## config.mk

```make
export PLATFORM = sky130hd
export DESIGN_NAME = vga_timing_gen
export DESIGN_NICKNAME = d
export VERILOG_FILES = /design/src/rtl/vga_timing_pkg.sv /design/src/rtl/vga_wrap_counter.sv /design/src/rtl/vga_timing_gen.sv
export SDC_FILE = /design/constraint.sdc
export NUM_CORES = 1
export LEC_CHECK = 0
export CORE_MARGIN = 2
export CORE_UTILIZATION = 50
export CTS_BUF_LIST = sky130_fd_sc_hd__clkbuf_16
export DETAILED_ROUTE_END_ITERATION = 16
export HOLD_SLACK_MARGIN = 0.1
export PLACE_DENSITY = 0.9
export SYNTH_ARGS = -nofsm -noshare
export SYNTH_HDL_FRONTEND = slang
export SYNTH_SLANG_ARGS = --single-unit
```

## constraint.sdc

```tcl
create_clock -name clk -period 2.29 [get_ports clk]
set_input_delay 0.687 -clock clk [delete_from_list [all_inputs] [get_ports clk]]
set_output_delay 0.687 -clock clk [all_outputs]
set_load 0.01 [all_outputs]
```

## src/rtl/vga_timing_pkg.sv

```systemverilog
// Shared timing defaults and helpers for the VGA sync generator family.
// Defaults describe 640x480@60 with a 25.175 MHz pixel clock.
package vga_timing_pkg;

    localparam int unsigned DEF_H_DISPLAY = 640;
    localparam int unsigned DEF_H_FRONT   = 16;
    localparam int unsigned DEF_H_SYNC    = 96;
    localparam int unsigned DEF_H_BACK    = 48;
    localparam int unsigned DEF_V_DISPLAY = 480;
    localparam int unsigned DEF_V_FRONT   = 10;
    localparam int unsigned DEF_V_SYNC    = 2;
    localparam int unsigned DEF_V_BACK    = 33;
    localparam int unsigned DEF_CW        = 10;
    localparam int unsigned DEF_FRAME_W   = 12;

    typedef logic [DEF_CW-1:0] pos_t;

    function automatic int unsigned span_total(input int unsigned disp,
                                               input int unsigned front,
                                               input int unsigned sync,
                                               input int unsigned back);
        return disp + front + sync + back;
    endfunction

    function automatic int unsigned sync_start(input int unsigned disp,
                                               input int unsigned front);
        return disp + front;
    endfunction

    function automatic int unsigned sync_end(input int unsigned disp,
                                             input int unsigned front,
                                             input int unsigned sync);
        return disp + front + sync;
    endfunction

    // Returns the pin level for a position: active level inside [start, stop).
    function automatic logic sync_level(input int unsigned pos,
                                        input int unsigned start,
                                        input int unsigned stop,
                                        input bit          activeHigh);
        return ((pos >= start) && (pos < stop)) == activeHigh;
    endfunction

endpackage

```

## src/rtl/vga_wrap_counter.sv

```systemverilog
// Enabled up-counter that wraps to zero after reaching last_i.
// next_o is the value after the next enabled cycle, independent of en_i.
module vga_wrap_counter #(
    parameter int unsigned W = 10
) (
    input  logic         clk,
    input  logic         rst_n,
    input  logic         en_i,
    input  logic [W-1:0] last_i,
    output logic [W-1:0] count_o,
    output logic [W-1:0] next_o,
    output logic         wrap_o
);

    logic [W-1:0] count_q;
    logic [W-1:0] count_d;
    logic         atLast;

    assign atLast  = (count_q == last_i);
    assign next_o  = atLast ? '0 : count_q + W'(1);
    assign wrap_o  = en_i && atLast;
    assign count_o = count_q;

    always_comb begin
        count_d = count_q;
        if (en_i) begin
            count_d = next_o;
        end
    end

    always_ff @(posedge clk or negedge rst_n) begin
        if (!rst_n) begin
            count_q <= '0;
        end else begin
            count_q <= count_d;
        end
    end

endmodule

```

## src/rtl/vga_timing_gen.sv

```systemverilog
// Parametrised VGA timing generator: beam position, registered syncs, strobes, frame counter.
// Define VGA_TIMING_PREFETCH_EN to expose next_hpos/next_vpos/next_display_on.
module vga_timing_gen
    import vga_timing_pkg::*;
#(
    parameter int unsigned H_DISPLAY        = DEF_H_DISPLAY,
    parameter int unsigned H_FRONT          = DEF_H_FRONT,
    parameter int unsigned H_SYNC           = DEF_H_SYNC,
    parameter int unsigned H_BACK           = DEF_H_BACK,
    parameter int unsigned V_DISPLAY        = DEF_V_DISPLAY,
    parameter int unsigned V_FRONT          = DEF_V_FRONT,
    parameter int unsigned V_SYNC           = DEF_V_SYNC,
    parameter int unsigned V_BACK           = DEF_V_BACK,
    parameter bit          SYNC_ACTIVE_HIGH = 1'b0,
    parameter int unsigned CW               = DEF_CW,
    parameter int unsigned FRAME_W          = DEF_FRAME_W,
    parameter int unsigned FRAME_INIT       = 0
) (
    input  logic               clk,
    input  logic               rst_n,
    input  logic               pix_en,
    output logic [CW-1:0]      hpos,
    output logic [CW-1:0]      vpos,
    output logic               hsync,
    output logic               vsync,
    output logic               display_on,
    output logic               line_start,
    output logic               frame_start,
`ifdef VGA_TIMING_PREFETCH_EN
    output logic [CW-1:0]      next_hpos,
    output logic [CW-1:0]      next_vpos,
    output logic               next_display_on,
`endif
    output logic [FRAME_W-1:0] frame_count
);

    localparam int unsigned H_TOTAL      = span_total(H_DISPLAY, H_FRONT, H_SYNC, H_BACK);
    localparam int unsigned V_TOTAL      = span_total(V_DISPLAY, V_FRONT, V_SYNC, V_BACK);
    localparam int unsigned H_SYNC_START = sync_start(H_DISPLAY, H_FRONT);
    localparam int unsigned H_SYNC_END   = sync_end(H_DISPLAY, H_FRONT, H_SYNC);
    localparam int unsigned V_SYNC_START = sync_start(V_DISPLAY, V_FRONT);
    localparam int unsigned V_SYNC_END   = sync_end(V_DISPLAY, V_FRONT, V_SYNC);
    localparam logic [CW-1:0] H_LAST     = CW'(H_TOTAL - 1);
    localparam logic [CW-1:0] V_LAST     = CW'(V_TOTAL - 1);

    if (CW == 0 || FRAME_W == 0 || H_DISPLAY == 0 || H_SYNC == 0 ||
        V_DISPLAY == 0 || V_SYNC == 0) begin : gZeroWidth
        $error("vga_timing_gen: width parameters must be non-zero");
    end
    if (64'(H_TOTAL) > (64'd1 << CW)) begin : gHTooWide
        $error("vga_timing_gen: H_TOTAL does not fit in CW bits");
    end
    if (64'(V_TOTAL) > (64'd1 << CW)) begin : gVTooWide
        $error("vga_timing_gen: V_TOTAL does not fit in CW bits");
    end

    logic [CW-1:0]      hNext;
    logic [CW-1:0]      vNext;
    logic [CW-1:0]      vNextPix;
    logic               hWrap;
    logic               vWrap;
    logic               hsync_q;
    logic               hsync_d;
    logic               vsync_q;
    logic               vsync_d;
    logic [FRAME_W-1:0] frameCount_q;
    logic [FRAME_W-1:0] frameCount_d;

    vga_wrap_counter #(.W(CW)) uHCount (
        .clk     (clk),
        .rst_n   (rst_n),
        .en_i    (pix_en),
        .last_i  (H_LAST),
        .count_o (hpos),
        .next_o  (hNext),
        .wrap_o  (hWrap)
    );

    vga_wrap_counter #(.W(CW)) uVCount (
        .clk     (clk),
        .rst_n   (rst_n),
        .en_i    (hWrap),
        .last_i  (V_LAST),
        .count_o (vpos),
        .next_o  (vNext),
        .wrap_o  (vWrap)
    );

    // Line the beam holds after this cycle when pix_en is high.
    assign vNextPix = hWrap ? vNext : vpos;

    // Syncs are decoded from the upcoming position so they land with hpos/vpos.
    always_comb begin
        hsync_d      = hsync_q;
        vsync_d      = vsync_q;
        frameCount_d = frameCount_q;
        if (pix_en) begin
            hsync_d = sync_level(32'(hNext), H_SYNC_START, H_SYNC_END, SYNC_ACTIVE_HIGH);
            vsync_d = sync_level(32'(vNextPix), V_SYNC_START, V_SYNC_END, SYNC_ACTIVE_HIGH);
        end
        if (vWrap) begin
            frameCount_d = frameCount_q + FRAME_W'(1);
        end
    end

    always_ff @(posedge clk or negedge rst_n) begin
        if (!rst_n) begin
            hsync_q      <= ~SYNC_ACTIVE_HIGH;
            vsync_q      <= ~SYNC_ACTIVE_HIGH;
            frameCount_q <= FRAME_W'(FRAME_INIT);
        end else begin
            hsync_q      <= hsync_d;
            vsync_q      <= vsync_d;
            frameCount_q <= frameCount_d;
        end
    end

    assign hsync       = hsync_q;
    assign vsync       = vsync_q;
    assign frame_count = frameCount_q;
    assign display_on  = (32'(hpos) < H_DISPLAY) && (32'(vpos) < V_DISPLAY);
    assign line_start  = pix_en && (hpos == '0);
    assign frame_start = pix_en && (hpos == '0) && (vpos == '0);

`ifdef VGA_TIMING_PREFETCH_EN
    logic hAtLast;

    assign hAtLast         = (hpos == H_LAST);
    assign next_hpos       = hNext;
    assign next_vpos       = hAtLast ? vNext : vpos;
    assign next_display_on = (32'(next_hpos) < H_DISPLAY) && (32'(next_vpos) < V_DISPLAY);
`endif

endmodule

```

==> impl_metrics.ini, run 1 <==
[outcome]
status = finished, violations left
violations = setup timing

[timing]
relSlewSlack_pct = 54.7
final.min_clock_period_ns = 2.62
hold_violations = 0
rsz0062_at_grt = yes
post-route-period-util_pct = 115
fin_skew_ns = 0.00393
worst_slack_ns = -0.332
slew_violations = 0
timing.fmax_ghz = 0.381
finalSetupViolCount = 2
worst_pin_slew_ns = 0.677

[job]
drv_cap = 0

[yosys]
netlist_instances = 198
syn_area_um2 = 1930
synthFlopType = dfrtp_1
synth.top_cells.by_area = dfrtp_1 (41%), xnor2_1 (7.2%), nand4_1 (5.2%), xor2_1 (4.5%), nor2_1 (3.5%)
yosysMostFrequentCell = dfrtp_1
synthArstFlopShare_pct = 100
syn_avg_cell_area_um2 = 9.77
ys_seq_elements = 34
synth_edf_count = 0
yosys.area.top_type_share_pct = 41.4
yosysSeqAreaShare_pct = 44.1
syn-num-nets = 206
synth_top_area_cell = dfrtp_1
ys_types = 44
yosys_warnings = 0
synth_common_cells = dfrtp_1 (32), nor2_1 (18), nand2_1 (16), nand4_1 (16), xnor2_1 (16)

[cts]
clock_latency_ns = 0.28
ctsHtreeMaxLevel = 2
clkTransAtPathRegs_ns = 0.05
cts_tree = yes
clock-sinks = 34
cts_hold_buf = 0
clock_path_buffers = 2
cts_made_buffers = 5
root_buffer = clkbuf_16

[placement]
port_buffers = 39
placed_area_um2 = 2610
place_hpwl_um = 3800
gp_congestion = 0.924
dpl_worst_slack_ns = -0.843

[worst_setup_path]
timing.rr.end = vsync$_DFFE_PN1P_
crit_type = reg2out
reg2regPathDepth = 7
crit_fanout = 2
cpLargestDelayFamily = simple AND/OR/NAND/NOR gates
r2r_slack_ns = 0.05
crit_path_start_kind = flip-flop
crit_path_cell_trace = inv_2, ha_1, or4b_4, nor4_4, and4_1, buf_2
crit_path_top_delay_cell = or4b_4
cp.required_ns = 1.60
r2r-start = uHCount.count_o[6]$_DFFE_PN0P_
worstPathArrival_ns = 1.94
cpPeakStageDelay_ns = 0.48
critPathBufInv = 2
endpoint_kind = output port
worstSetupStartpoint = uHCount.count_o[0]$_DFFE_PN0P_

[floorplan]
initial_core_util_pct = 52.4
core_area_um2 = 3690
die_area_um2 = 4380
num_io_pins = 40
fp.dieW_um = 66.2
dieHeight_um = 66.2
num_rows = 22

[detailed_routing]
drt_pass1_iterations = 4
wire_per_inst_um = 18.5
drt_iter0_markers = 218
drc = 0
ant_nets = 0
vias_per_cell = 5.96
num_vias = 1937
routed_wl_um = 6020

[grt]
grt.total_usage_pct = 27.4
grt_pass1_wl_um = 8950
grt_max_degree = 35
grt_pass1_vias = 1828
antenna_found_initial = 0
grt_overflow = 0

[min_path]
worst_hold_path_type = reg2reg
min_from = frame_count[11]$_DFFE_PN0P_
hold_end = frame_count[11]$_DFFE_PN0P_
holdPathStages = 1

[pwr]
cellPowerDensity_nw_per_um2 = 646
leakage_nw = 1.33
ir_drop_v = 0.000518
power.total_mw = 1.83

[cells_and_area]
fillers = 247
area_delta_synth_final_pct = 46.3
fin_nets = 284
drive_above_1_share_pct = 24.9
antenna_cells = 0
final_area_um2 = 2830
-- through the flow --
step / TNS (ns) / hold WS, ns / std cells / util [%]
3_5_place_dp: -11.69 / 0.471 / 309 / 70.8
5_1_grt: -0.722 / 0.507 / 325 / 76.7
6_report: -0.539 / 0.472 / 325 / 76.7
4_1_cts: -0.451 / 0.482 / 318 / 74.7
3_3_place_gp: -8.74 / 0.457 / 309 / 70.8
2_1_floorplan: -0.0477 / 0.391 / 198 / -
-- area by class of cell --
type | instances | area (µm²) | area share (%)
multi-input combinational | 146 | 1050 | 37.0
sequential | 34 | 855 | 30.2
timing repair buffer | 81 | 699 | 24.7
clock buffer | 5 | 125 | 4.42
tap | 48 | 60.1 | 2.12
inverter | 8 | 30.0 | 1.06
clock inverter | 3 | 12.5 | 0.442
-- worst max path at each step --
stage	end	slack, ns	cells past startpoint
6_report	frame_start	-0.33	6
5_1_grt	frame_start	-0.38	6
4_1_cts	frame_start	-0.26	6
3_5_place_dp	frame_start	-0.84	7
3_3_place_gp	frame_start	-0.70	7
2_1_floorplan	frame_start	-0.05	5
-- logic make-up (layout without fill, tap and decap cells) --
| logic type | count (synthesis) | count (layout) | synth area share, % |
|---|---|---|---|
| mux | 1 | 1 | 0.582 |
| fa+ha+maj | 5 | 5 | 3.23 |
| simple gates | 89 | 89 | 27.1 |
| buf+inv | 18 | 97 | 4.14 |
| flops | 34 | 34 | 44.1 |
| compound gates | 25 | 25 | 9.06 |
| xor+xnor | 26 | 26 | 11.8 |
-- cells in the final DEF (no fill, tap or decap), drive strengths merged, types with 8 or more instances in the layout --
cell type	instances
and3	10
clkdlybuf4s50	35
inv	9
nand4	16
dfrtp	32
buf	44
xnor2	16
nor2	18
xor2	10
o21ai	8
nand2	16
-- worst register-to-register path: stages (launching register included) --
cell and delay [ns]:
dfrtp_1 0.42, buf_4 0.19, nand4bb_4 0.31, nor4b_2 0.37
buf_4 0.20, nand4_1 0.13, xor2_1 0.20, o32a_1 0.35
-- flip-flops by register name, indices dropped and copies added (netlist names) --
name / cells
uHCount.count_o: 10
frame_count: 12
uVCount.count_o: 10
hsync: 1
vsync: 1
-- per-layer routing --
| layer | vias up | wire, µm | track usage [%] |
|---|---|---|---|
| met5 | - | 0 | 0 |
| met4 | 0 | 314 | 16.8 |
| met3 | 36 | 381 | 5.11 |
| met2 | 120 | 2860 | 42.3 |
| met1 | 918 | 2460 | 35.4 |
| li1 | 863 | - | - |
-- power breakdown --
group	switching (mW)	internal, mW	total [mW]
clock	0.254	0.393	0.647
sequential	0.0402	0.647	0.687
combinational	0.266	0.229	0.495
total	0.560	1.27	1.83
-- timing repair --
| item | in CTS | in global routing |
|---|---|---|
| pin swaps | 3 | 3 |
| setup endpoints to repair | 23 | 11 |
| gates resized for setup | 11 | 12 |
| buffers inserted | 1 | 7 |
No activity file was read; power rests on OpenSTA's default activity.
==> inputs of run 2 (changes only) <==
--- a/config.mk
+++ b/config.mk
@@ -5,6 +5,7 @@
 export SDC_FILE = /design/constraint.sdc
 export NUM_CORES = 1
 export LEC_CHECK = 0
+export CAP_MARGIN = 20
 export CORE_MARGIN = 2
 export CORE_UTILIZATION = 50
 export CTS_BUF_LIST = sky130_fd_sc_hd__clkbuf_16
==> results of run 2 <==
No change in the layout: final DEF, timing and power equal those of run 1.
==> inputs of run 3 (changes only) <==
--- a/config.mk
+++ b/config.mk
@@ -12,6 +12,7 @@
 export DETAILED_ROUTE_END_ITERATION = 16
 export HOLD_SLACK_MARGIN = 0.1
 export PLACE_DENSITY = 0.9
+export REMOVE_ABC_BUFFERS = 1
 export SYNTH_ARGS = -nofsm -noshare
 export SYNTH_HDL_FRONTEND = slang
 export SYNTH_SLANG_ARGS = --single-unit
==> impl_metrics.ini, run 3 (synthesis gave the netlist of run 1 again) <==
[outcome]
status = finished, violations left
violations = setup timing

[worst_setup_path]
crit_path_start_kind = flip-flop
crit_fanout = 2
endpoint_kind = output port
worstPathArrival_ns = 2.02
cp.required_ns = 1.60
crit_type = reg2out
crit_path_top_delay_cell = or4b_4
critPathBufInv = 3
reg2regPathDepth = 9
cpPeakStageDelay_ns = 0.47
cp.depth = 7
cpLargestDelayFamily = simple AND/OR/NAND/NOR gates
crit_path_cell_trace = inv_2, ha_2, or4b_4, nor4_4, buf_4, and4_1, buf_2

[grt]
grt_max_degree = 35
grt_overflow = 0
grt_pass1_vias = 1947
antenna_found_initial = 0
grt_pass1_wl_um = 9100
grt.total_usage_pct = 27.6

[min_path]
holdPathStages = 1
worst_hold_path_type = reg2reg

[timing]
rsz0062_at_grt = yes
worst_slack_ns = -0.416
worst_pin_slew_ns = 0.681
finalSetupViolCount = 2
hold_violations = 0
fin_skew_ns = 0.00375
final.min_clock_period_ns = 2.71
slew_violations = 0
post-route-period-util_pct = 118
relSlewSlack_pct = 54.4
timing.fmax_ghz = 0.370

[detailed_routing]
drt_pass1_iterations = 5
vias_per_cell = 6.00
num_vias = 1933
drt_iter0_markers = 182
ant_nets = 0
wire_per_inst_um = 18.6
routed_wl_um = 6000
drc = 0

[pwr]
ir_drop_v = 0.000589
leakage_nw = 1.29
power.total_mw = 1.81
cellPowerDensity_nw_per_um2 = 643

[cts]
cts_tree = yes
root_buffer = clkbuf_16
cts_made_buffers = 5
clock_path_buffers = 2
clock-sinks = 34
cts_hold_buf = 0
ctsHtreeMaxLevel = 2
clkTransAtPathRegs_ns = 0.06
clock_latency_ns = 0.28

[cells_and_area]
drive_above_1_share_pct = 25.5
fin_nets = 281
area_delta_synth_final_pct = 45.9
final_common_cell = buf_4
layout_common_cells = buf_4 (37), clkdlybuf4s50_1 (35), dfrtp_1 (32)
fillers = 227
final_area_um2 = 2820
largest_reg_flops = 12
antenna_cells = 0

[floorplan]
num_rows = 22
dieHeight_um = 66.2
die_area_um2 = 4380
initial_core_util_pct = 52.4
core_area_um2 = 3690
fp.dieW_um = 66.2
num_io_pins = 40

[placement]
gp_congestion = 0.851
placed_area_um2 = 2580
place_hpwl_um = 3510
port_buffers = 39

[job]
drv_cap = 0
## run 3: cell types whose count changed in the layout (fill, tap and decap cells not counted), moves of 2 or more
cell | previous run | this run
buf_4 | 41 | 37
inv_1 | 8 | 5
inv_2 | 1 | 3
nor2_1 | 17 | 15
## run 3: area by class of cell
type | instances | area (µm²) | area share (%)
Clock inverter | 3 | 16.3 | 0.576
Tap cell | 48 | 60.1 | 2.13
Sequential cell | 34 | 853 | 30.2
Inverter | 8 | 30.0 | 1.06
Timing Repair Buffer | 78 | 686 | 24.3
Clock buffer | 5 | 125 | 4.43
Multi-Input combinational cell | 146 | 1050 | 37.3
## run 3: final timing paths
| check | startpoint | end | slack, ns |
|---|---|---|---|
| max in group asynchronous | rst_n | hsync$_DFFE_PN1P_ | 1.13 |
| worst max register to register | uHCount.count_o[1]$_DFFE_PN0P_ | vsync$_DFFE_PN1P_ | 0.08 |
| worst min register to register | frame_count[11]$_DFFE_PN0P_ | frame_count[11]$_DFFE_PN0P_ | 0.47 |
| min in group asynchronous | rst_n | uHCount.count_o[0]$_DFFE_PN0P_ | 0.81 |
| worst min-delay path | frame_count[11]$_DFFE_PN0P_ | frame_count[11]$_DFFE_PN0P_ | 0.47 |
| worst max-delay path | uHCount.count_o[0]$_DFFE_PN0P_ | frame_start | -0.42 |
## run 3: routing by layer
layer | up-vias | share of wire (%) | GRT usage (%) | wire, µm
met5 | - | 0 | 0 | 0
met4 | 0 | 3.4 | 13.0 | 202
met3 | 28 | 7.4 | 5.79 | 446
met2 | 115 | 47 | 43.0 | 2840
met1 | 930 | 42 | 36.5 | 2500
li1 | 860 | - | - | -
## run 3: metrics by stage
step / worst slack [ns] / TNS, ns / util, % / std cells / hold WS [ns]
3_3_place_gp: -0.932 / -8.75 / 70.0 / 308 / 0.461
5_1_grt: -0.485 / -0.938 / 76.5 / 322 / 0.497
6_report: -0.416 / -0.605 / 76.5 / 322 / 0.469
3_5_place_dp: -0.962 / -9.59 / 70.0 / 308 / 0.461
2_1_floorplan: -0.191 / -0.191 / - / 188 / 0.391
4_1_cts: -0.445 / -0.661 / 75.0 / 318 / 0.472
## run 3: what timing repair did
item | 4_1_cts | 5_1_grt
endpoints found under the setup margin | 22 | 15
pin swaps | 3 | 6
endpoints found under the hold margin | 0 | 0
setup buffers | 4 | 5
gates resized for setup | 22 | 7
## run 3: report_power, final
part	internal [mW]	switching (mW)	total (mW)
Combinational	0.227	0.255	0.482
Sequential	0.647	0.0398	0.686
Clock	0.396	0.249	0.645
